## config.mk

```make
export PLATFORM = sky130hd
export DESIGN_NAME = execute_md
export DESIGN_NICKNAME = d
export VERILOG_FILES = /design/src/rtl/execute_md.sv
export SDC_FILE = /design/constraint.sdc
export NUM_CORES = 2
export LEC_CHECK = 0
export ABC_AREA = 1
export BUFFER_PORTS_ARGS = -buffer_cell sky130_fd_sc_hd__buf_2
export CAP_MARGIN = 20
export CORE_AREA = 4 4 228 230
export DETAILED_ROUTE_END_ITERATION = 16
export DIE_AREA = 0 0 232 234
export GPL_ROUTABILITY_DRIVEN = 1
export MAX_ROUTING_LAYER = met4
export PLACE_DENSITY = 0.8
export SYNTH_ARGS = -nofsm -noshare
export SYNTH_HDL_FRONTEND = slang
export SYNTH_SLANG_ARGS = --single-unit
export TNS_END_PERCENT = 50
```

## constraint.sdc

```tcl
create_clock -name clk -period 4.4 [get_ports clk]
set_input_delay 0.88 -clock clk [delete_from_list [all_inputs] [get_ports clk]]
set_output_delay 0.88 -clock clk [all_outputs]
set_load 0.01 [all_outputs]
```

## src/rtl/execute_md.sv

```systemverilog
// ============================================================================
// Module   : execute_md
// Purpose  : MIPS execute stage - ALU, background iterative mult/div, HI/LO
//            registers and the ID->EX pipeline register.
// Revision : 1.0
// ============================================================================
`default_nettype none

module execute_md #(
    parameter int WIDTH = 32,
    parameter int SHW   = 5
) (
    input  logic             clk,
    input  logic             reset_n,
    input  logic             flush,
    input  logic             AnyStall,
    input  logic             AluSrc_ID,
    input  logic [3:0]       AluControl_ID,
    input  logic [2:0]       MdOp_ID,
    input  logic [15:0]      Imm_ID,
    input  logic             RegWrite_ID,
    input  logic             MemWrite_ID,
    input  logic             MemToReg_ID,
    input  logic [WIDTH-1:0] RdDatA_ID,
    input  logic [WIDTH-1:0] RdDatB_ID,
    output logic [WIDTH-1:0] Result_EX,
    output logic             RegWrite_EX,
    output logic             MemToReg_EX,
    output logic             MemWrite_EX,
    output logic             Stall_EX,
    output logic             MdBusy
);

    localparam int CW = SHW + 1;
    localparam logic [CW-1:0] CNT_INIT = CW'(WIDTH);

    typedef enum logic [1:0] {
        ST_IDLE = 2'd0,
        ST_MUL  = 2'd1,
        ST_DIV  = 2'd2
    } md_state_t;

    md_state_t        state_q, state_d;
    logic [CW-1:0]    cnt_q, cnt_d;
    logic [2*WIDTH-1:0] acc_q, acc_d;
    logic [WIDTH-1:0] opb_q, opb_d;
    logic             neg_a_q, neg_a_d, neg_b_q, neg_b_d;
    logic [WIDTH-1:0] hi_q, hi_d, lo_q, lo_d;
    logic [WIDTH-1:0] result_q, result_d;
    logic             regwrite_q, regwrite_d, memtoreg_q, memtoreg_d, memwrite_q, memwrite_d;

    logic [WIDTH-1:0] op_a, op_b, alu_res, ex_res;
    logic [SHW-1:0]   shamt;
    logic             md_op, uses_hilo, signed_op, neg_a, neg_b;
    logic [WIDTH-1:0] mag_a, mag_b;

    assign op_a      = RdDatA_ID;
    assign op_b      = AluSrc_ID ? WIDTH'(Imm_ID) : RdDatB_ID;
    assign shamt     = Imm_ID[SHW+5:6];
    assign md_op     = (MdOp_ID >= 3'd1) && (MdOp_ID <= 3'd4);
    assign uses_hilo = (MdOp_ID >= 3'd1) && (MdOp_ID <= 3'd6);
    assign signed_op = (MdOp_ID == 3'd1) || (MdOp_ID == 3'd3);
    assign neg_a     = signed_op && RdDatA_ID[WIDTH-1];
    assign neg_b     = signed_op && RdDatB_ID[WIDTH-1];
    assign mag_a     = neg_a ? -RdDatA_ID : RdDatA_ID;
    assign mag_b     = neg_b ? -RdDatB_ID : RdDatB_ID;

    assign MdBusy    = (state_q != ST_IDLE);
    assign Stall_EX  = MdBusy && uses_hilo;

    always_comb begin
        alu_res = '0;
        case (AluControl_ID)
            4'b0000: alu_res = op_a & op_b;
            4'b0001: alu_res = op_a | op_b;
            4'b0101: alu_res = op_a ^ op_b;
            4'b0010: alu_res = op_a + op_b;
            4'b0110: alu_res = op_a - op_b;
            4'b0111: alu_res = {WIDTH{$signed(op_a) < $signed(op_b)}};
            4'b0011: alu_res = op_a << op_b[SHW-1:0];
            4'b0100: alu_res = op_a >> op_b[SHW-1:0];
            4'b1100: alu_res = op_b << shamt;
            4'b1101: alu_res = op_b >> shamt;
            4'b1110: alu_res = $unsigned($signed(op_b) >>> shamt);
            4'b1001: alu_res = op_b << 16;
            default: alu_res = '0;
        endcase
    end

    always_comb begin
        ex_res = alu_res;
        if (MdOp_ID == 3'd5)
            ex_res = hi_q;
        else if (MdOp_ID == 3'd6)
            ex_res = lo_q;
    end

    // One shift-add (mult) or restoring-subtract (div) step on {hi_part, lo_part}.
    logic [WIDTH:0]       mul_sum;
    logic [2*WIDTH-1:0]   mul_step, mul_fix, div_step;
    logic [WIDTH:0]       r_sh;
    logic                 div_ge;
    logic [WIDTH-1:0]     quot, rem;

    assign mul_sum  = {1'b0, acc_q[2*WIDTH-1:WIDTH]} + (acc_q[0] ? {1'b0, opb_q} : '0);
    assign mul_step = {mul_sum, acc_q[WIDTH-1:1]};
    assign mul_fix  = (neg_a_q ^ neg_b_q) ? -mul_step : mul_step;
    assign r_sh     = acc_q[2*WIDTH-1:WIDTH-1];
    assign div_ge   = r_sh >= {1'b0, opb_q};
    assign div_step = div_ge ? {r_sh[WIDTH-1:0] - opb_q, acc_q[WIDTH-2:0], 1'b1}
                             : {r_sh[WIDTH-1:0], acc_q[WIDTH-2:0], 1'b0};
    assign quot     = div_step[WIDTH-1:0];
    assign rem      = div_step[2*WIDTH-1:WIDTH];

    always_comb begin
        state_d = state_q;
        cnt_d   = cnt_q;
        acc_d   = acc_q;
        opb_d   = opb_q;
        neg_a_d = neg_a_q;
        neg_b_d = neg_b_q;
        hi_d    = hi_q;
        lo_d    = lo_q;
        case (state_q)
            ST_IDLE: begin
                if (md_op && !AnyStall && !flush) begin
                    state_d = (MdOp_ID <= 3'd2) ? ST_MUL : ST_DIV;
                    cnt_d   = CNT_INIT;
                    acc_d   = {{WIDTH{1'b0}}, mag_a};
                    opb_d   = mag_b;
                    neg_a_d = neg_a;
                    neg_b_d = neg_b;
                end
            end
            ST_MUL, ST_DIV: begin
                if (flush) begin
                    state_d = ST_IDLE;
                end else begin
                    acc_d = (state_q == ST_MUL) ? mul_step : div_step;
                    cnt_d = cnt_q - CW'(1);
                    if (cnt_q == CW'(1)) begin
                        state_d = ST_IDLE;
                        if (state_q == ST_MUL) begin
                            hi_d = mul_fix[2*WIDTH-1:WIDTH];
                            lo_d = mul_fix[WIDTH-1:0];
                        end else begin
                            // A zero divisor leaves the dividend in the remainder;
                            // only the quotient needs forcing to all ones.
                            lo_d = (opb_q == '0) ? {WIDTH{1'b1}}
                                 : ((neg_a_q ^ neg_b_q) ? -quot : quot);
                            hi_d = neg_a_q ? -rem : rem;
                        end
                    end
                end
            end
            default: state_d = ST_IDLE;
        endcase
    end

    always_comb begin
        result_d   = result_q;
        regwrite_d = regwrite_q;
        memtoreg_d = memtoreg_q;
        memwrite_d = memwrite_q;
        if (flush) begin
            result_d   = '0;
            regwrite_d = 1'b0;
            memtoreg_d = 1'b0;
            memwrite_d = 1'b0;
        end else if (!(AnyStall || Stall_EX)) begin
            result_d   = ex_res;
            regwrite_d = RegWrite_ID && !md_op;
            memtoreg_d = MemToReg_ID;
            memwrite_d = MemWrite_ID;
        end
    end

    always_ff @(posedge clk or negedge reset_n) begin
        if (!reset_n) begin
            state_q    <= ST_IDLE;
            cnt_q      <= '0;
            acc_q      <= '0;
            opb_q      <= '0;
            neg_a_q    <= 1'b0;
            neg_b_q    <= 1'b0;
            hi_q       <= '0;
            lo_q       <= '0;
            result_q   <= '0;
            regwrite_q <= 1'b0;
            memtoreg_q <= 1'b0;
            memwrite_q <= 1'b0;
        end else begin
            state_q    <= state_d;
            cnt_q      <= cnt_d;
            acc_q      <= acc_d;
            opb_q      <= opb_d;
            neg_a_q    <= neg_a_d;
            neg_b_q    <= neg_b_d;
            hi_q       <= hi_d;
            lo_q       <= lo_d;
            result_q   <= result_d;
            regwrite_q <= regwrite_d;
            memtoreg_q <= memtoreg_d;
            memwrite_q <= memwrite_d;
        end
    end

    assign Result_EX   = result_q;
    assign RegWrite_EX = regwrite_q;
    assign MemToReg_EX = memtoreg_q;
    assign MemWrite_EX = memwrite_q;

endmodule

`default_nettype wire

```

==> out/results.ini, run 1 <==
[run_status]
status = stopped before the end
lastStage = global routing (5_1_grt)
toolErrorMsg = [ERROR GRT-0116] Global routing finished with congestion. Check the congestion regions in the DRC Viewer.

[placement]
place_congestion = 1.38
hpwlAfterDp_um = 128000
port_buffers = 131
place_ws_ns = -0.161
place_inst = 6667

[global_routing]
grt_max_degree = 158
grt_pass1_wl_um = 255000
grt_pass1_vias = 42449
overflow = 5
grt.total_usage_pct = 63.5

[clocking]
clockRootBuffer = clkbuf_16
numCtsBuffers = 22
post_cts_buffers = 0
cts_buffer_depth = 3
ctsResizeCount = 0
cts_sinks = 205
h-tree-depth = 1
ctsHoldBuffers = 0

[synth]
synth_area_sq_mm = 0.0322
avgSynthCellArea_sq_um = 5.55
yosysTopAreaCellShare_pct = 18.7
ys_seq_elements = 205
yosys_warnings = 0
ys.flop_type = dfrtp_1
async_reset_ff_share_pct = 100
postSynthCellCount = 5796
synth_nets = 6077
synth_edf_count = 0
ys_types = 66
yosys.area.top_type = nand2_1
synth_area_leaders = nand2_1, dfrtp_1, o21ai_0, inv_1, nor2_1
yosysSeqAreaShare_pct = 15.9

[die]
boundaryPins = 132
placementRows = 82
initial_core_util_pct = 64.5
die_w_um = 232
die_y_um = 234

-- cell usage after synthesis (38+ instances only) --
| library cell | instances |
|---|---|
| nand3_1 | 385 |
| o21ai_1 | 38 |
| nor3_1 | 86 |
| inv_1 | 671 |
| nor2_1 | 654 |
| o211ai_1 | 60 |
| a21oi_1 | 341 |
| o21ai_0 | 708 |
| nand4_1 | 59 |
| ha_1 | 182 |
| a31oi_1 | 61 |
| nand2_1 | 1601 |
| xor2_1 | 66 |
| clkbuf_1 | 211 |
| dfrtp_1 | 205 |
-- stage by stage --
step	TNS, ns	area (sq um)	hold slack (ns)
after floorplan	0	32200	0.449
after global placement	-0.0987	35200	0.459
after detailed placement	-0.198	35200	0.461
after CTS	0	36100	0.422
-- cells by family after synthesis --
| group | share of synthesized area (%) |
|---|---|
| AND/OR/NAND/NOR | 38.1 |
| buffers and inverters | 11.8 |
| AO/OA/AOI/OAI | 24.2 |
| flip-flops | 15.9 |
| XOR/XNOR | 1.93 |
| multiplexers | 0.716 |
| adder cells (fa/ha/maj) | 7.33 |
-- metal layers --
metal / global-route usage, % / GRT overflow
met3: 37.5 / 0
met5: - / -
met4: 57.0 / 1
met1: 65.0 / 1
met2: 84.6 / 3
==> run 2: changes to the inputs <==
- CORE_AREA: 4 4 228 230 -> 4 4 289 291
- DIE_AREA: 0 0 232 234 -> 0 0 293 295
- MAX_ROUTING_LAYER: met4 -> unset
- PLACE_DENSITY: 0.8 -> unset
- PLACE_DENSITY_LB_ADDON: unset -> 0.15
==> out/results.ini, run 2 <==
[run_status]
status = finished clean

[global_routing]
grt_pass1_vias = 39948
grt_pass1_wl_um = 272000
grt_max_degree = 86
antenna_found_initial = 14
overflow = 0
grt.total_usage_pct = 42.4

[synth]
yosys_warnings = 0
avgSynthCellArea_sq_um = 5.55
async_reset_ff_share_pct = 100
yosysSeqAreaShare_pct = 15.9
ys_types = 66
ys.flop_type = dfrtp_1
yosys-top-cells-count = nand2_1, o21ai_0, inv_1
yosysMostFrequentCell = nand2_1
synth_area_sq_mm = 0.0322
yosys.area.top_type = nand2_1
postSynthCellCount = 5796
synth_area_leaders = nand2_1, dfrtp_1, o21ai_0, inv_1, nor2_1
ys_seq_elements = 205
synth_nets = 6077
synth_edf_count = 0
yosysTopAreaCellShare_pct = 18.7

[layout]
largest_reg_flops = 64
synthToLayoutAreaGrowth_pct = 22.1
instances_no_fill = 7438
top_register = acc_q
utilization_pct = 48.8
final_common_cell = nand2_1
drive_above_1_share_pct = 15.4
nFillCells = 8960
nNetsFinal = 6640
final_cell_mix = nand2_1, o21ai_0, inv_1

[min_path]
hold_path.class = primary input to async pin

[clocking]
cts_buffer_depth = 3
numCtsBuffers = 23
clk_pin_slew_ns = 0.07
h-tree-depth = 1
cts_tree = done
insertion_delay_ns = 0.55
post_cts_buffers = 0
clockRootBuffer = clkbuf_16
cts_sinks = 205

[worst_setup_path]
path_cells = buf_2 -> buf_4 -> nand2_1 -> o21ai_1 -> buf_4 -> inv_1 -> buf_4 -> nand2_1 -> o21ai_1 -> nand2_1 -> o21ai_1 -> o21ai_0 -> a21oi_1 -> o21ai_0 -> nand2_1 -> nor2_1 -> nand3_1 -> buf_4 -> nand2_1 -> nand2_1 -> nand2_1 -> nand2_1
cp.required_ns = 4.84
crit_slowest_cell = o21ai_0
cp_max_fo = 8
slowest_delay_ns = 0.58
path_common_cell = nand2_1
crit_type = primary input to register
critPathArrivalTime_ns = 4.72
rrSetupSlack_ns = 0.41
end_kind = register
critical_path.startpoint_type = primary input

[route]
wl_per_cell_um = 25.7
via_per_inst = 5.82
drc = 0
drtIter0Drc = 5611
drtPass1Iterations = 6
routed_wl_um = 191000
num_vias = 43288
antenna_left = 0

[sta]
rsz0062_at_grt = no
maxSlewViolCount = 0
setup_violations = 0
period_share_pct = 97.2
fin_crit_ns = 4.28
max_slew.worst_pin.slew_ns = 0.992
tns_ns = 0
maxSlewHeadroom_pct = 33.6
whs_ns = 0.374
fmax_ghz = 0.234
clock_skew_ns = 0.0226
hold_viol_final = 0

[placement]
place_congestion = 1.08
hpwlAfterDp_um = 160000
port_buffers = 131
place_inst = 7393

[die]
placementRows = 104
core-area_sq_mm = 0.0805
die_area_sq_mm = 0.0864
die_y_um = 295
boundaryPins = 132
die_w_um = 293
initial_core_util_pct = 39.9

[power]
max-vdd-ir-drop_mv = 0.331
leakagePower_nw = 20.4
powerDensity_mw_per_mm2 = 581

[run]
maxCapViolCount = 0

==> run 2: cell counts after synthesis <==
Identical to the previous run, type by type.
==> run 2: metal layers <==
metal  up-vias  share of wire, %  GRT usage, %
li1      20232                 -             -
met1     20034                39          53.9
met2      2477                43          66.0
met3       541               9.7          7.66
met4         4               8.5          28.0
met5         -             0.013             0
==> run 2: cells by family (layout without fill, tap and decap cells) <==
logic type	count (synthesis)	count (layout)	synth area share, %
AOI/OAI and AO/OA	1403	1403	24.2
buffers and inverters	978	1557	11.8
xor gates and xnor gates	71	71	1.93
adders and majority gates	186	186	7.33
muxes	23	23	0.716
DFF	205	205	15.9
other	0	3	0
and+or+nand+nor	2930	2930	38.1
==> run 2: worst max-delay path, delay by kind of cell <==
| kind | cells | cell delay, ns |
|---|---|---|
| buf+inv | 6 | 1.28 |
| simple gates | 10 | 1.19 |
| compound gates | 6 | 1.35 |
==> run 2: final cells by class <==
type	instances	area, sq um	area share (%)
well taps	1060	1330	3.38
diodes	3	7.51	0.0191
clock buffers	30	632	1.61
clock inverters	11	123	0.312
inverters	703	2640	6.73
multi-input cells	4613	23300	59.4
flip-flops and latches	205	5130	13.1
repair buffers	813	6090	15.5
==> run 2: worst paths after layout <==
path                               start       endpoint  cells past startpoint
max                            AluSrc_ID  Result_EX[19]                     22
max in group asynchronous        reset_n      opb_q[18]                      2
max reg2reg                     acc_q[0]       hi_q[27]                     23
min                              reset_n      acc_q[60]                      1
min reg2reg                Result_EX[15]  Result_EX[15]                      2
min in group clk           Result_EX[15]  Result_EX[15]                      2
==> run 2: per-stage QoR <==
| stage | total power, mW | setup WS (ns) | cell area [sq um] |
|---|---|---|---|
| final | 22.8 | 0.124 | 39300 |
| after global routing | 24.5 | 0.0208 | 39300 |
| after CTS | 22.3 | 0.304 | 39200 |
| after detailed placement | 20.2 | -0.248 | 38500 |
| after global placement | 20.1 | -0.277 | 38500 |
| after floorplan | 14.1 | 0.299 | 32200 |
==> run 2: what timing repair did <==
item,CTS,global route
endpoints found under the setup margin,0,1
resized for setup,0,1
hold buffers,0,0
hold endpoints to repair,0,0
==> run 2: where the power goes <==
group          leakage, nW  switching, mW  internal, mW  total, mW
combinational         17.5           11.8          5.40       17.2
clock                0.372          0.878          1.14       2.02
sequential            2.49          0.976          2.64       3.62
(Power assumes the default switching activity.)
